`src/rtl/load_store_unit.sv`:
```
// load_store_unit: MEM-stage initiator for data_memory; splits misaligned half/word accesses into byte accesses
// Optional build macro: MISALIGN_TRAP_EN (misaligned requests raise misaligned_trap instead of being split)
// Ports:
//   clk, rst                     clock and asynchronous active-high reset
//   req_valid/op/addr/wdata      request from the EX/MEM register (held while stall=1)
//   stall                        freeze upstream while a split access is in flight
//   resp_valid, resp_rdata       completion and load result (0 for stores)
//   misaligned_trap              misaligned request seen (trap build only, else 0)
//   mem_wr_en/ctrl/addr/wdata    drive data_memory
//   mem_rdata                    combinational read data from data_memory
package load_store_unit_pkg;
    typedef enum logic [3:0] {
        MEM_NOP, MEM_SB, MEM_SH, MEM_SW, MEM_LB, MEM_LH, MEM_LW, MEM_LBU, MEM_LHU
    } mem_op_t;
endpackage

module load_store_unit
    import load_store_unit_pkg::*;
#(
    parameter int ADDR_W = 32
) (
    input  logic              clk,
    input  logic              rst,
    input  logic              req_valid,
    input  mem_op_t           req_op,
    input  logic [ADDR_W-1:0] req_addr,
    input  logic [31:0]       req_wdata,
    output logic              stall,
    output logic              resp_valid,
    output logic [31:0]       resp_rdata,
    output logic              misaligned_trap,
    output logic              mem_wr_en,
    output mem_op_t           mem_ctrl,
    output logic [31:0]       mem_addr,
    output logic [31:0]       mem_wdata,
    input  logic [31:0]       mem_rdata
);
    function automatic logic is_store(input mem_op_t op);
        return op inside {MEM_SB, MEM_SH, MEM_SW};
    endfunction

    function automatic logic is_load(input mem_op_t op);
        return op inside {MEM_LB, MEM_LH, MEM_LW, MEM_LBU, MEM_LHU};
    endfunction

    logic is_word, is_mis;
    assign is_word = req_op inside {MEM_LW, MEM_SW};
    assign is_mis  = ((req_op inside {MEM_LH, MEM_LHU, MEM_SH}) && req_addr[0]) ||
                     (is_word && req_addr[1:0] != 2'b00);

`ifdef MISALIGN_TRAP_EN
    assign misaligned_trap = !rst && req_valid && is_mis;

    always_comb begin
        stall      = 1'b0;
        resp_valid = 1'b0;
        resp_rdata = '0;
        mem_wr_en  = 1'b0;
        mem_ctrl   = MEM_NOP;
        mem_addr   = 32'(req_addr);
        mem_wdata  = req_wdata;
        if (!rst && !(req_valid && is_mis)) begin
            mem_ctrl   = req_op;
            mem_wr_en  = req_valid && is_store(req_op);
            resp_valid = req_valid && req_op != MEM_NOP;
            resp_rdata = is_load(req_op) ? mem_rdata : '0;
        end
    end
`else
    typedef enum logic [1:0] {IDLE, SPLIT, DONE} state_t;

    state_t            state;
    mem_op_t           op_q;
    logic [ADDR_W-1:0] addr_q;
    logic [31:0]       wdata_q, buf_q;
    logic [1:0]        idx, last_q;
    logic [31:0]       done_rdata;

    assign misaligned_trap = 1'b0;

    assign done_rdata = op_q == MEM_LH  ? {{16{buf_q[15]}}, buf_q[15:0]} :
                        op_q == MEM_LHU ? {16'b0, buf_q[15:0]} :
                        op_q == MEM_LW  ? buf_q : '0;

    always_comb begin
        stall      = 1'b0;
        resp_valid = 1'b0;
        resp_rdata = '0;
        mem_wr_en  = 1'b0;
        mem_ctrl   = MEM_NOP;
        mem_addr   = 32'(req_addr);
        mem_wdata  = req_wdata;
        if (rst) begin
            stall = 1'b0;
        end else if (state == SPLIT) begin
            stall     = 1'b1;
            mem_addr  = 32'(addr_q + ADDR_W'(idx));
            mem_ctrl  = is_store(op_q) ? MEM_SB : MEM_LBU;
            mem_wr_en = is_store(op_q);
            mem_wdata = {24'b0, wdata_q[{idx, 3'b000} +: 8]};
        end else if (state == DONE) begin
            resp_valid = 1'b1;
            resp_rdata = done_rdata;
        end else if (req_valid && is_mis) begin
            stall = 1'b1;
        end else begin
            mem_ctrl   = req_op;
            mem_wr_en  = req_valid && is_store(req_op);
            resp_valid = req_valid && req_op != MEM_NOP;
            resp_rdata = is_load(req_op) ? mem_rdata : '0;
        end
    end

    always_ff @(posedge clk or posedge rst) begin
        if (rst) begin
            state   <= IDLE;
            op_q    <= MEM_NOP;
            addr_q  <= '0;
            wdata_q <= '0;
            buf_q   <= '0;
            idx     <= '0;
            last_q  <= '0;
        end else begin
            case (state)
                IDLE: if (req_valid && is_mis) begin
                    op_q    <= req_op;
                    addr_q  <= req_addr;
                    wdata_q <= req_wdata;
                    last_q  <= is_word ? 2'd3 : 2'd1;
                    idx     <= '0;
                    state   <= SPLIT;
                end
                SPLIT: begin
                    if (!is_store(op_q)) buf_q[{idx, 3'b000} +: 8] <= mem_rdata[7:0];
                    idx <= idx + 2'd1;
                    if (idx == last_q) state <= DONE;
                end
                default: state <= IDLE;
            endcase
        end
    end
`endif
endmodule

```
`config.mk`:
```
export PLATFORM = sky130hd
export DESIGN_NAME = load_store_unit
export DESIGN_NICKNAME = d
export VERILOG_FILES = /design/src/rtl/load_store_unit.sv
export SDC_FILE = /design/constraint.sdc
export NUM_CORES = 1
export LEC_CHECK = 0
export CAP_MARGIN = 20
export CORE_ASPECT_RATIO = 0.9
export CORE_MARGIN = 5
export CORE_UTILIZATION = 35
export DETAILED_ROUTE_END_ITERATION = 10
export PLACE_DENSITY = 0.73
export SETUP_SLACK_MARGIN = 0.1
export SYNTH_ARGS = -nofsm -noshare
export SYNTH_HDL_FRONTEND = slang
export SYNTH_SLANG_ARGS = --single-unit
export TNS_END_PERCENT = 20
```
`constraint.sdc`:
```
create_clock -name clk -period 6.55 [get_ports clk]
set_input_delay 1.31 -clock clk [delete_from_list [all_inputs] [get_ports clk]]
set_output_delay 1.31 -clock clk [all_outputs]
set_load 0.03 [all_outputs]
```
; ---- Word-level counts from Yosys, hierarchy flattened
; Index checks and enable logic that the tools add are counted.
[totals]
regBits = 106
in_bits = 103
out_inout_bits = 104
elab_cells = 88
[op_classes]
addsub = 3
eq_ne = 19
shifts = 3
muxes = 36
bitwise = 1
n_reduce_logical = 19
[ops]
columns = operator, n
row1 = 32-bit two-way mux, 12
row2 = 32-bit by 2-bit adder with 32-bit output, 1
row3 = 32-bit bitwise mux, 1
row4 = 8-bit by 7-bit variable shift with 32-bit output (first input constant), 1
row5 = 32-bit by 6-bit variable part select with 8-bit output, 1
row6 = 8-bit by 7-bit variable part select with 32-bit output, 1
row7 = 4-bit by 3-bit == test with 1-bit output (second input constant), 6
row8 = 4-bit by 2-bit == test with 1-bit output (second input constant), 4
row9 = 4-bit two-way mux, 4
row10 = 1-bit two-way mux, 12
row11 = 3-bit nonzero test, 3
row12 = 4-bit by 1-bit == test with 1-bit output (second input constant), 2
row13 = 4-bit == test (second input constant), 2
row14 = 2-bit two-way mux, 4
row15 = 2-bit case mux with 2 select lines, 2
row16 = 2-bit AND reduction, 4
row17 = 5-bit negation with 7-bit output, 1
row18 = 2-bit nonzero test, 3
row19 = 1-bit logical AND, 5
row20 = 5-bit nonzero test, 1
row21 = 4-bit nonzero test, 1
row22 = 3-bit two-way mux, 1
row23 = 2-bit by 1-bit adder with 2-bit output (second input constant), 1
row24 = 2-bit by 1-bit == test with 1-bit output (second input constant), 1
row25 = other kinds (7), 7

; ---- Logic depth before layout (Yosys ltp)
; Gate-level depths: netlist of the first run.
[depth]
depth_word = 9
ltp_mapped = 8
mapped_depth_nobuf = 8

; ---- Worst setup path after synthesis of the first run
; No wires, ideal clock.
[synth_path]
kind = input to output
startpoint = input port rst
endpoint = output port mem_addr[1]
arrival_ns = 5.380
required_time_ns = 5.240
path_slack_ns = -0.140
cell_stages = 6
path_buffers = 3
path_cell_list = clkbuf_1 inv_1 nand2_1 clkbuf_1 clkbuf_1 o21ai_0
[synth_between]
elab_chain_len = 1
[synth_rtl]
columns = element, line_no
row1 = "start, declared", 23  ; input logic rst,
row2 = 32-bit two-way mux, 93  ; if (rst) begin
row3 = "end, declared", 34  ; output logic [31:0] mem_addr,
; Every way passes these cells.

; ---- Worst setup path in the final report of the first run
[layout_path]
startpoint = input port req_op[2]
endpoint = output port resp_rdata[18]
[layout_between]
elab_chain_len = 9
word_cells_on_any_way = 19
cone_classes = eq/ne: 7 / mux: 5 / reduce/logical: 7
[layout_rtl]
columns = element, line_no
row1 = "start, declared", 25  ; input mem_op_t req_op,
row2 = 4-bit by 3-bit == test with 1-bit output (tied with other cells), "43, 48"
row3 = 3-bit nonzero test / 2-bit nonzero test (equally long branches), "48, 47"
row4 = "1-bit logical AND, on equally long branches", "48, 49"
row5 = 1-bit logical OR, 48  ; assign is_mis = ((req_op inside {MEM_LH, MEM_LHU, MEM_SH}) && req_addr[0]) ||
row6 = 1-bit logical AND, 104  ; end else if (req_valid && is_mis) begin
row7 = 32-bit two-way mux (*), 104
row8 = 32-bit two-way mux (*), 101  ; end else if (state == DONE) begin
row9 = 32-bit two-way mux (*), 95  ; end else if (state == SPLIT) begin
row10 = 32-bit two-way mux (*), 93
row11 = "end, declared", 30  ; output logic [31:0] resp_rdata,
; Mark *: on every way between the ends. The rest lies on a longest branch, timed or not.

==> results of run 1 <==
[path summary, 6_finish.rpt]
kind	cells after the start	from	to
setup / recovery	8	req_op[2]	resp_rdata[18]
hold / removal	2	buf_q[19]$_DFFE_PP0P_	buf_q[19]$_DFFE_PP0P_
setup reg to reg	5	idx[1]$_DFFE_PP0P_	buf_q[2]$_DFFE_PP0P_
hold reg to reg	2	buf_q[19]$_DFFE_PP0P_	buf_q[19]$_DFFE_PP0P_
max in group asynchronous	4	rst	addr_q[31]$_DFFE_PP0P_
min in group asynchronous	3	rst	buf_q[30]$_DFFE_PP0P_
[metal layers]
layer | vias up | share of wire [%] | track usage [%]
li1 | 2757 | - | -
met1 | 2572 | 46 | 21.7
met2 | 157 | 46 | 26.9
met3 | 14 | 6.5 | 4.80
met4 | 0 | 1.1 | 3.42
met5 | - | 0 | 0
[cell usage in the layout, fill, tap and decap left out, drive strengths merged, types with 8 or more instances in the layout]
master / instances
nor3: 9
nor2: 42
buf: 8
mux4: 8
nand2: 144
dfrtp: 106
a21oi: 22
clkbuf: 13
inv: 10
and2: 25
o21ai: 68
a22oi: 16
xor2: 26
nand3: 10
a2bb2oi: 16
mux2: 67
nand4: 15
clkdlybuf4s50: 205
[critical path, cell delays in order]
cell and delay [ps]:
clkdlybuf4s50_1 560, nor4bb_1 210, or4_1 650, a31oi_1 260, o21ai_2 80, buf_4 260
nor2_1 160, clkdlybuf4s50_1 690
[metrics by stage]
| step | setup WS [ps] | instance area (um2) | instances | power (mW) |
|---|---|---|---|---|
| after floorplan | 582 | 6400 | 689 | 2.27 |
| after global placement | 1130 | 8570 | 1098 | 2.77 |
| after detailed placement | 1040 | 8570 | 1098 | 2.81 |
| after CTS | 1040 | 8880 | 1112 | 3.40 |
| after global routing | 848 | 8890 | 1114 | 3.60 |
| final | 1050 | 8890 | 1114 | 3.36 |
[cell type report]
cell class	count	area [um2]
sequential	106	2650
inverter	11	45.0
clock buffer	11	243
fill	1631	8890
clock inverter	3	65.1
timing repair buffer	215	2140
tap	240	300
multi-input combinational	528	3450
[report_power, final]
| part | total (mW) | internal, mW | leakage [nW] | switching (mW) |
|---|---|---|---|---|
| clock | 0.570 | 0.341 | 0.151 | 0.229 |
| sequential | 1.21 | 0.960 | 1.31 | 0.253 |
| combinational | 1.57 | 0.750 | 2.09 | 0.825 |
[sequential cells by signal, summed over array words and instances, names as in the netlist]
signal   flops
addr_q      32
buf_q       32
idx          2
last_q       2
op_q         4
state        2
wdata_q     32
[cell families (layout without fill, tap and decap cells)]
group	count (synthesis)	in the layout	share of synthesized area, %
AO/OA/AOI/OAI	137	137	12.9
XOR/XNOR	33	33	4.52
adder cells (fa/ha/maj)	9	9	1.84
buffers and inverters	55	240	4.77
flip-flops	106	106	41.5
multiplexers	75	75	14.6
other	1	1	0.0586
AND/OR/NAND/NOR	273	273	19.8
==> summary.txt, run 1 <==
Finish
  – Layout cells sized above 1: between 10% and 20%
  – Count of nets after finishing: approximately 980
  – P&R area growth vs syn: 39.1%
  – ANT cells: 0
  – Final design utilization: 50.0%

STA
  – Actual slew at the worst max-slew pin: 1140 ps
  – Worst Skew: roughly 6.1 ps
  – Post-route minimum period: around 5500 ps
  – Worst-case hold slack: ~480 ps
  – Fin. Hold Viols: 0
  – Max Clk Rate: between 150 and 200 MHz
  – Final Cycle Share: between 80% and 90%
  – Worst relative slew slack: a little under a quarter
  – Setup TNS: 0 ps
  – Setup violators final: 0
  – Slew Viols, Final: 0
  – RSZ-0062 raised after global routing: no

Power
  – PwrDens: roughly 380 nW/um2
  – Worst vdd rail ir drop: between 0.00015 and 0.0002 V
  – Leakage: ~3.6 nW

CTS
  – H-tree levels: 3
  – PostCTS Resize Cnt: 0
  – Count of hold-fix buffers inserted at cts: 0
  – Cts bufs inserted: 9
  – Post-CTS setup buffers: 0
  – Clk_lat worst skew: between 300 and 400 ps
  – CTS Root Cell: clkbuf_16
  – Clk slew on worst S/H paths: 60 ps
  – CTS max path bufs: 2
  – # clock sinks: ~110
  – TritonCTS clock tree: built

Worst setup path
  – R2R Setup Slk: 3950 ps
  – CP Data Required Time: roughly 5200 ps
  – Startpoint Class: input port
  – CP Max Fanout: 32
  – Worst setup path class: input port to output port
  – Critical Path AT: approximately 4200 ps
  – Critical Path End Type: output port

Yosys
  – Gate count of the mapped netlist: around 700
  – Share of the yosys chip area belonging to registers: around two fifths
  – Syn_nets: 800
  – Most common flop cell mapped by yosys: dfrtp_1
  – Ys async rst share: between 90% and 100%
  – Post-synth design cell area: ~6400 um2
  – Synth top area share: roughly two fifths
  – Synth top area cells: dfrtp_1, mux2_2, nand2_1
  – Synth area leader: dfrtp_1
  – Library cells used by synthesis: 53
  – Ys Warns: 0
  – Top-count cell post-synth: nand2_1
  – FF+latch count, synth: ~110
  – Avg Cell Area, Syn: 9.28 um2
  – Post-synth EDFFs: 0
  – Top cells by count, synth: nand2_1, dfrtp_1, o21ai_0

Place
  – Final HPWL DP: between 10000 and 15000 um
  – GPL Wtd Cong: a little over 0.8
  – Port Buffer Count: between 200 and 250

GRT
  – Initial antenna violation count: 0
  – GRT Total Usage: 16.4%
  – Vias in the first global route: approximately 5.6k
  – GRT overflow: 0
  – Pin count of the biggest net entering global routing: 76
  – First-pass GRT wire length: approximately 29000 um

Floorplanning
  – Die area: approximately 21000 um2
  – Die span in y: 138 um
  – Initial Util: a little over a third
  – Rows: 46
  – Core Area: roughly 18000 um2
  – Ports: 207
  – Die Wd: roughly 150 um

Routing
  – Antenna Nets Post-Route: 0
  – Via count: ~5.5k
  – Drc violations: 0
  – DRT iter0 DRCs: ~230
  – Final wirelength: about 17000 um
  – Routed len/inst: approximately 16 um
  – Drt via density: roughly 5
  – 1st-pass router iterations: 6

Job
  – Max cap viols: 0

Min path
  – Worst hold path class: register to register

Status
  – Status: finished clean
Power figures use the tool's default switching activity.
==> run 2: changes to the inputs <==
PLACE_DENSITY = 0.76   (was 0.73)
clock period = 4.5 ns   (was 6.55 ns; I/O delays follow)
==> run 2 against run 1 <==
Register-to-register slack lost 1900 ps. Worst setup slack worse by 900 ps. First-iteration DRC count increased by 0.44%. Hold slack improved by 1.9 ps. Combinational power grew 50%. Critical path type unchanged.
==> summary.txt, run 2 (synthesis results as in run 1) <==
Status
  – Status: finished clean

Finish
  – Design area: ~8900 um2
  – Final design utilization: around half
  – Most common cell after layout, fill and taps aside: nand2_1
  – Commonest non-fill, non-tap cells in the layout: nand2_1, dfrtp_1, clkdlybuf4s50_1, buf_4, mux2_2
  – Count of nets after finishing: around 990
  – ANT cells: 0
  – P&R area growth vs syn: 39.8%
  – Fillers: between 1.5k and 2k
  – Leading registers by flop count: addr_q (32), buf_q (32), wdata_q (32)
  – Layout cells sized above 1: 23.4%

Floorplanning
  – Core Area: 17800 um2
  – Die span in y: about 140 um
  – Die Wd: about 150 um
  – Ports: about 210
  – Rows: 46
  – Die area: about 21000 um2
  – Initial Util: 36.0%

Place
  – Placed Area: approximately 8600 um2
  – Final HPWL DP: roughly 13000 um
  – Port Buffer Count: 205
  – GPL Wtd Cong: just over 0.8

Routing
  – Via count: 5613
  – Drt via density: about 5
  – Antenna Nets Post-Route: 0
  – Routed len/inst: ~16 um
  – Final wirelength: 17800 um
  – DRT iter0 DRCs: 230
  – Drc violations: 0
  – 1st-pass router iterations: 4

Power
  – Leakage: between 3 and 4 nW
  – PwrDens: 556 nW/um2
  – Worst vdd rail ir drop: around 0.00026 V

Worst setup path
  – Critical Path AT: between 3000 and 4000 ps
  – Worst setup path class: input port to output port
  – R2R Path End: buf_q[10]$_DFFE_PP0P_
  – CP Data Required Time: ~3600 ps
  – R2R Setup Slk: approximately 2000 ps
  – CP max stage delay: roughly 640 ps
  – Critical path cell sequence: clkdlybuf4s50_1, nor3b_1, or4_1, a31oi_1, o21ai_4, nor2_1, dlygate4sd2_1
  – CP Max Fanout: 26
  – RR Startpoint: idx[0]$_DFFE_PP0P_
  – Critical Path End Type: output port
  – Startpoint Class: input port
  – Crit path to: resp_rdata[7]
  – FF-to-FF path depth: 6
  – Worst path slowest cell: or4_1
  – Crit path launch: req_op[1]

STA
  – Worst Skew: roughly 9.3 ps
  – Slew Viols, Final: 0
  – Fin. Hold Viols: 0
  – Max Clk Rate: around 230 MHz
  – Actual slew at the worst max-slew pin: 1090 ps
  – RSZ-0062 raised after global routing: yes
  – Post-route minimum period: around 4400 ps
  – Setup violators final: 0
  – Worst relative slew slack: 26.9%
  – Final Cycle Share: between 90 and 100%

CTS
  – CTS Root Cell: clkbuf_16
  – # clock sinks: between 100 and 150
  – TritonCTS clock tree: built
  – Cts bufs inserted: 9
  – H-tree levels: 3
  – Clk slew on worst S/H paths: around 70 ps
  – Clk_lat worst skew: about 350 ps
  – CTS max path bufs: 2

GRT
  – GRT Total Usage: about 17%
  – Pin count of the biggest net entering global routing: slightly above 70
  – First-pass GRT wire length: slightly below 30000 um
  – Vias in the first global route: 5754
  – Initial antenna violation count: 0
  – GRT overflow: 0

Min path
  – Worst hold path class: register to register

Job
  – Max cap viols: 0
run 2: changes by cell type in the layout (fill, tap and decap cells not counted), sizes merged, moves of 2 or more:
| cell | change |
|---|---|
| inv | +3 |
| clkdlybuf4s50 | -101 |
| dlygate4sd2 | +21 |
| buf | +85 |
| dlymetal6s2s | +2 |
run 2: repair_timing:
action                     CTS  global route
pin swaps                    0             1
hold buffers                 0             0
setup endpoints to repair   33            35
gates resized for setup     27            11
buffers inserted             0             0
run 2: how the worst min path moves through the flow:
stage	start	end	slack [ps]	cells after the start
4_1_cts	buf_q[20]$_DFFE_PP0P_	buf_q[20]$_DFFE_PP0P_	490	2
2_1_floorplan	buf_q[16]$_DFFE_PP0P_	buf_q[16]$_DFFE_PP0P_	450	2
5_1_grt	buf_q[13]$_DFFE_PP0P_	buf_q[13]$_DFFE_PP0P_	510	2
3_3_place_gp	buf_q[30]$_DFFE_PP0P_	buf_q[30]$_DFFE_PP0P_	460	2
3_5_place_dp	buf_q[20]$_DFFE_PP0P_	buf_q[20]$_DFFE_PP0P_	470	2
6_report	buf_q[17]$_DFFE_PP0P_	buf_q[17]$_DFFE_PP0P_	480	2
run 2: through the flow:
stage	total power, mW	setup slack (ps)	cells	hold WS (ps)	setup TNS (ps)
after floorplan	3.37	-332	689	450	-9820
after global placement	4.07	-116	1110	464	-2750
after detailed placement	4.14	-264	1110	473	-5840
after CTS	5.04	121	1126	490	0
after global routing	5.35	45.7	1126	508	0
final	4.98	145	1126	482	0
run 2: where the power goes:
part | switching, mW | internal (mW) | total, mW | leakage, nW
sequential | 0.342 | 1.40 | 1.74 | 1.31
combinational | 1.28 | 1.07 | 2.35 | 2.41
clock | 0.372 | 0.511 | 0.883 | 0.162
run 2: critical path, delay by kind of cell:
| family | cells | cell delay, ps |
|---|---|---|
| AND/OR/NAND/NOR | 3 | 1010 |
| AO/OA/AOI/OAI | 2 | 560 |
| buffers and inverters | 2 | 980 |
run 2: final cells by class:
class                           instances  area [um2]  area share, %
Tap cell                              240         300           3.36
Clock inverter                          6        96.3           1.08
Sequential cell                       106        2650           29.7
Timing Repair Buffer                  225        2070           23.1
Multi-Input combinational cell        528        3540           39.6
Inverter                               11        45.0          0.504
Clock buffer                           10         239           2.67
run 2: metal layers:
metal / GRT usage, % / share of wire [%]
met5: 0 / 0
met3: 4.68 / 6.7
met2: 28.7 / 47
met1: 21.4 / 45
met4: 3.70 / 1.0
==> run 3: changes to the inputs <==
GPL_TIMING_DRIVEN = 0   (was unset)
==> run 3 against run 2 <==
Clock skew about the same. Critical endpoint is now resp_rdata[3]. Clock-buffer cell count unchanged. Hold slack got worse by 1.6 ps. Sequential share of layout area decreased by 1.1 points. Register-to-register slack got worse by 70 ps. Combinational power increased by 5%. Core utilization increased by 1.9 points. First-iteration DRC count increased by 13%. Die area unchanged. Clock power decreased by 2%.
==> summary.txt, run 3 (synthesis results as in run 1) <==
Status
  – Status: finished clean

Finish
  – Count of nets after finishing: ~1.0k
  – Layout cells sized above 1: 15.6%
  – ANT cells: 0
  – Commonest non-fill, non-tap cells in the layout: clkdlybuf4s50_1, nand2_1, dfrtp_1, mux2_2, o21ai_0
  – P&R area growth vs syn: 45.3%
  – Most common cell after layout, fill and taps aside: clkdlybuf4s50_1
  – Leading registers by flop count: addr_q (32), buf_q (32), wdata_q (32)

Floorplanning
  – Die area: 21100 um2
  – Rows: 46
  – Die span in y: 138 um
  – Die Wd: ~150 um
  – Core Area: between 15000 and 20000 um2
  – Ports: between 200 and 250
  – Initial Util: 36.0%

Min path
  – Hold Path Cell Cnt: 2
  – Hold path endpoint: buf_q[5]$_DFFE_PP0P_
  – Worst hold path class: register to register
  – Min-delay src: buf_q[5]$_DFFE_PP0P_

CTS
  – Count of hold-fix buffers inserted at cts: 0
  – # clock sinks: between 100 and 150
  – Clk_lat worst skew: 350 ps
  – Cts bufs inserted: 9
  – TritonCTS clock tree: built
  – CTS Root Cell: clkbuf_16
  – H-tree levels: 3
  – CTS max path bufs: 2
  – Clk slew on worst S/H paths: approximately 60 ps

Routing
  – Final wirelength: between 15000 and 20000 um
  – Drt via density: slightly above 5
  – Antenna Nets Post-Route: 0
  – Drc violations: 0
  – Via count: just under 6k
  – DRT iter0 DRCs: 259
  – 1st-pass router iterations: 5
  – Routed len/inst: roughly 17 um

STA
  – Final Cycle Share: between 90% and 100%
  – Actual slew at the worst max-slew pin: around 1100 ps
  – Worst relative slew slack: a little over a quarter
  – Worst Skew: 8.95 ps
  – Max Clk Rate: around 240 MHz
  – Fin. Hold Viols: 0
  – Setup violators final: 0
  – Setup ws final: 271 ps
  – Post-route minimum period: between 4000 and 5000 ps
  – RSZ-0062 raised after global routing: no
  – Slew Viols, Final: 0

Worst setup path
  – CP Max Fanout: 10
  – Startpoint Class: input port
  – Worst setup path class: input port to output port
  – Critical Path AT: ~3300 ps
  – CP Data Required Time: roughly 3600 ps
  – R2R Setup Slk: 1940 ps
  – R2R Path End: buf_q[15]$_DFFE_PP0P_
  – RR Startpoint: idx[1]$_DFFE_PP0P_
  – FF-to-FF path depth: 6
  – Critical Path End Type: output port

GRT
  – Vias in the first global route: between 5k and 6k
  – First-pass GRT wire length: 31400 um
  – Pin count of the biggest net entering global routing: 35
  – GRT Total Usage: a little under a fifth
  – Initial antenna violation count: 0
  – GRT overflow: 0

Power
  – Worst vdd rail ir drop: between 0.0003 and 0.0004 V
  – Overall Power: 5.08 mW
  – PwrDens: ~550 nW/um2
  – Leakage: 3.84 nW

Place
  – Pre-CTS setup slack: -324 ps
  – Final HPWL DP: 14900 um
  – Port Buffer Count: 200
  – GPL Wtd Cong: roughly 0.86

Job
  – Max cap viols: 0
-- run 3: cell types whose count changed in the layout (fill, tap and decap cells not counted), sizes merged, moves of 9 or more --
cell           change
dlygate4sd2       -21
clkbuf            +21
dlymetal6s2s       +9
clkdlybuf4s50     +85
buf               -69
-- run 3: repair_timing --
action                                  4_1_cts  5_1_grt
cloned                                        1        0
endpoints found under the hold margin         0        0
pin swaps                                     1        0
buffers inserted                              2        0
gates resized for setup                       5       21
endpoints found under the setup margin       60       54
-- run 3: where the power goes --
group,switching [mW],internal (mW)
Combinational,1.31,1.14
Clock,0.368,0.495
Sequential,0.360,1.40
Total,2.04,3.03
-- run 3: area by class of cell --
class | instances | area (um2)
Tap cell | 240 | 300
Buffer | 44 | 315
Timing Repair Buffer | 205 | 2100
Fill cell | 1631 | 8500
Clock inverter | 6 | 93.8
Sequential cell | 106 | 2650
Clock buffer | 10 | 229
Inverter | 11 | 45.0
Multi-Input combinational cell | 528 | 3540
Timing Repair inverter | 1 | 5.00
-- run 3: how the worst max path moves through the flow --
stage                        from            end  slack [ps]  cells past startpoint
2_1_floorplan                 rst   mem_addr[20]        -330                      7
3_3_place_gp                  rst   mem_addr[18]       -2170                      8
3_5_place_dp   idx[1]$_DFFE_PP0P_   mem_addr[30]        -320                      9
4_1_cts                 req_op[0]  resp_rdata[3]         100                      8
5_1_grt                       rst    mem_addr[7]         100                      9
6_report                req_op[3]  resp_rdata[3]         270                      9
-- run 3: worst max-delay path, cell delays in order --
cell             delay (ps)
buf_2                   150
nor4b_1                 170
or4_1                   490
buf_4                   190
a31oi_1                 270
o21ai_4                 160
buf_6                   170
nor2_1                  130
clkdlybuf4s50_1         690
-- run 3: through the flow --
| step | utilization, % | cell area, um2 | hold WS (ps) | std cells | setup TNS, ps |
|---|---|---|---|---|---|
| floorplan | - | 6520 | 450 | 689 | -9820 |
| global placement | 49.6 | 8820 | 463 | 1129 | -169840 |
| detailed placement | 50.0 | 8880 | 471 | 1132 | -5350 |
| CTS | 52.0 | 9240 | 486 | 1151 | 0 |
| global route | 52.2 | 9290 | 517 | 1151 | 0 |
| finish | 52.2 | 9290 | 480 | 1151 | 0 |
-- run 3: routing by layer --
layer	vias up	GRT usage (%)	share of wire (%)
met5	-	0	0
met3	16	5.24	6.9
met1	2785	23.8	45
li1	2841	-	-
met2	173	29.9	47
met4	0	4.36	1.4
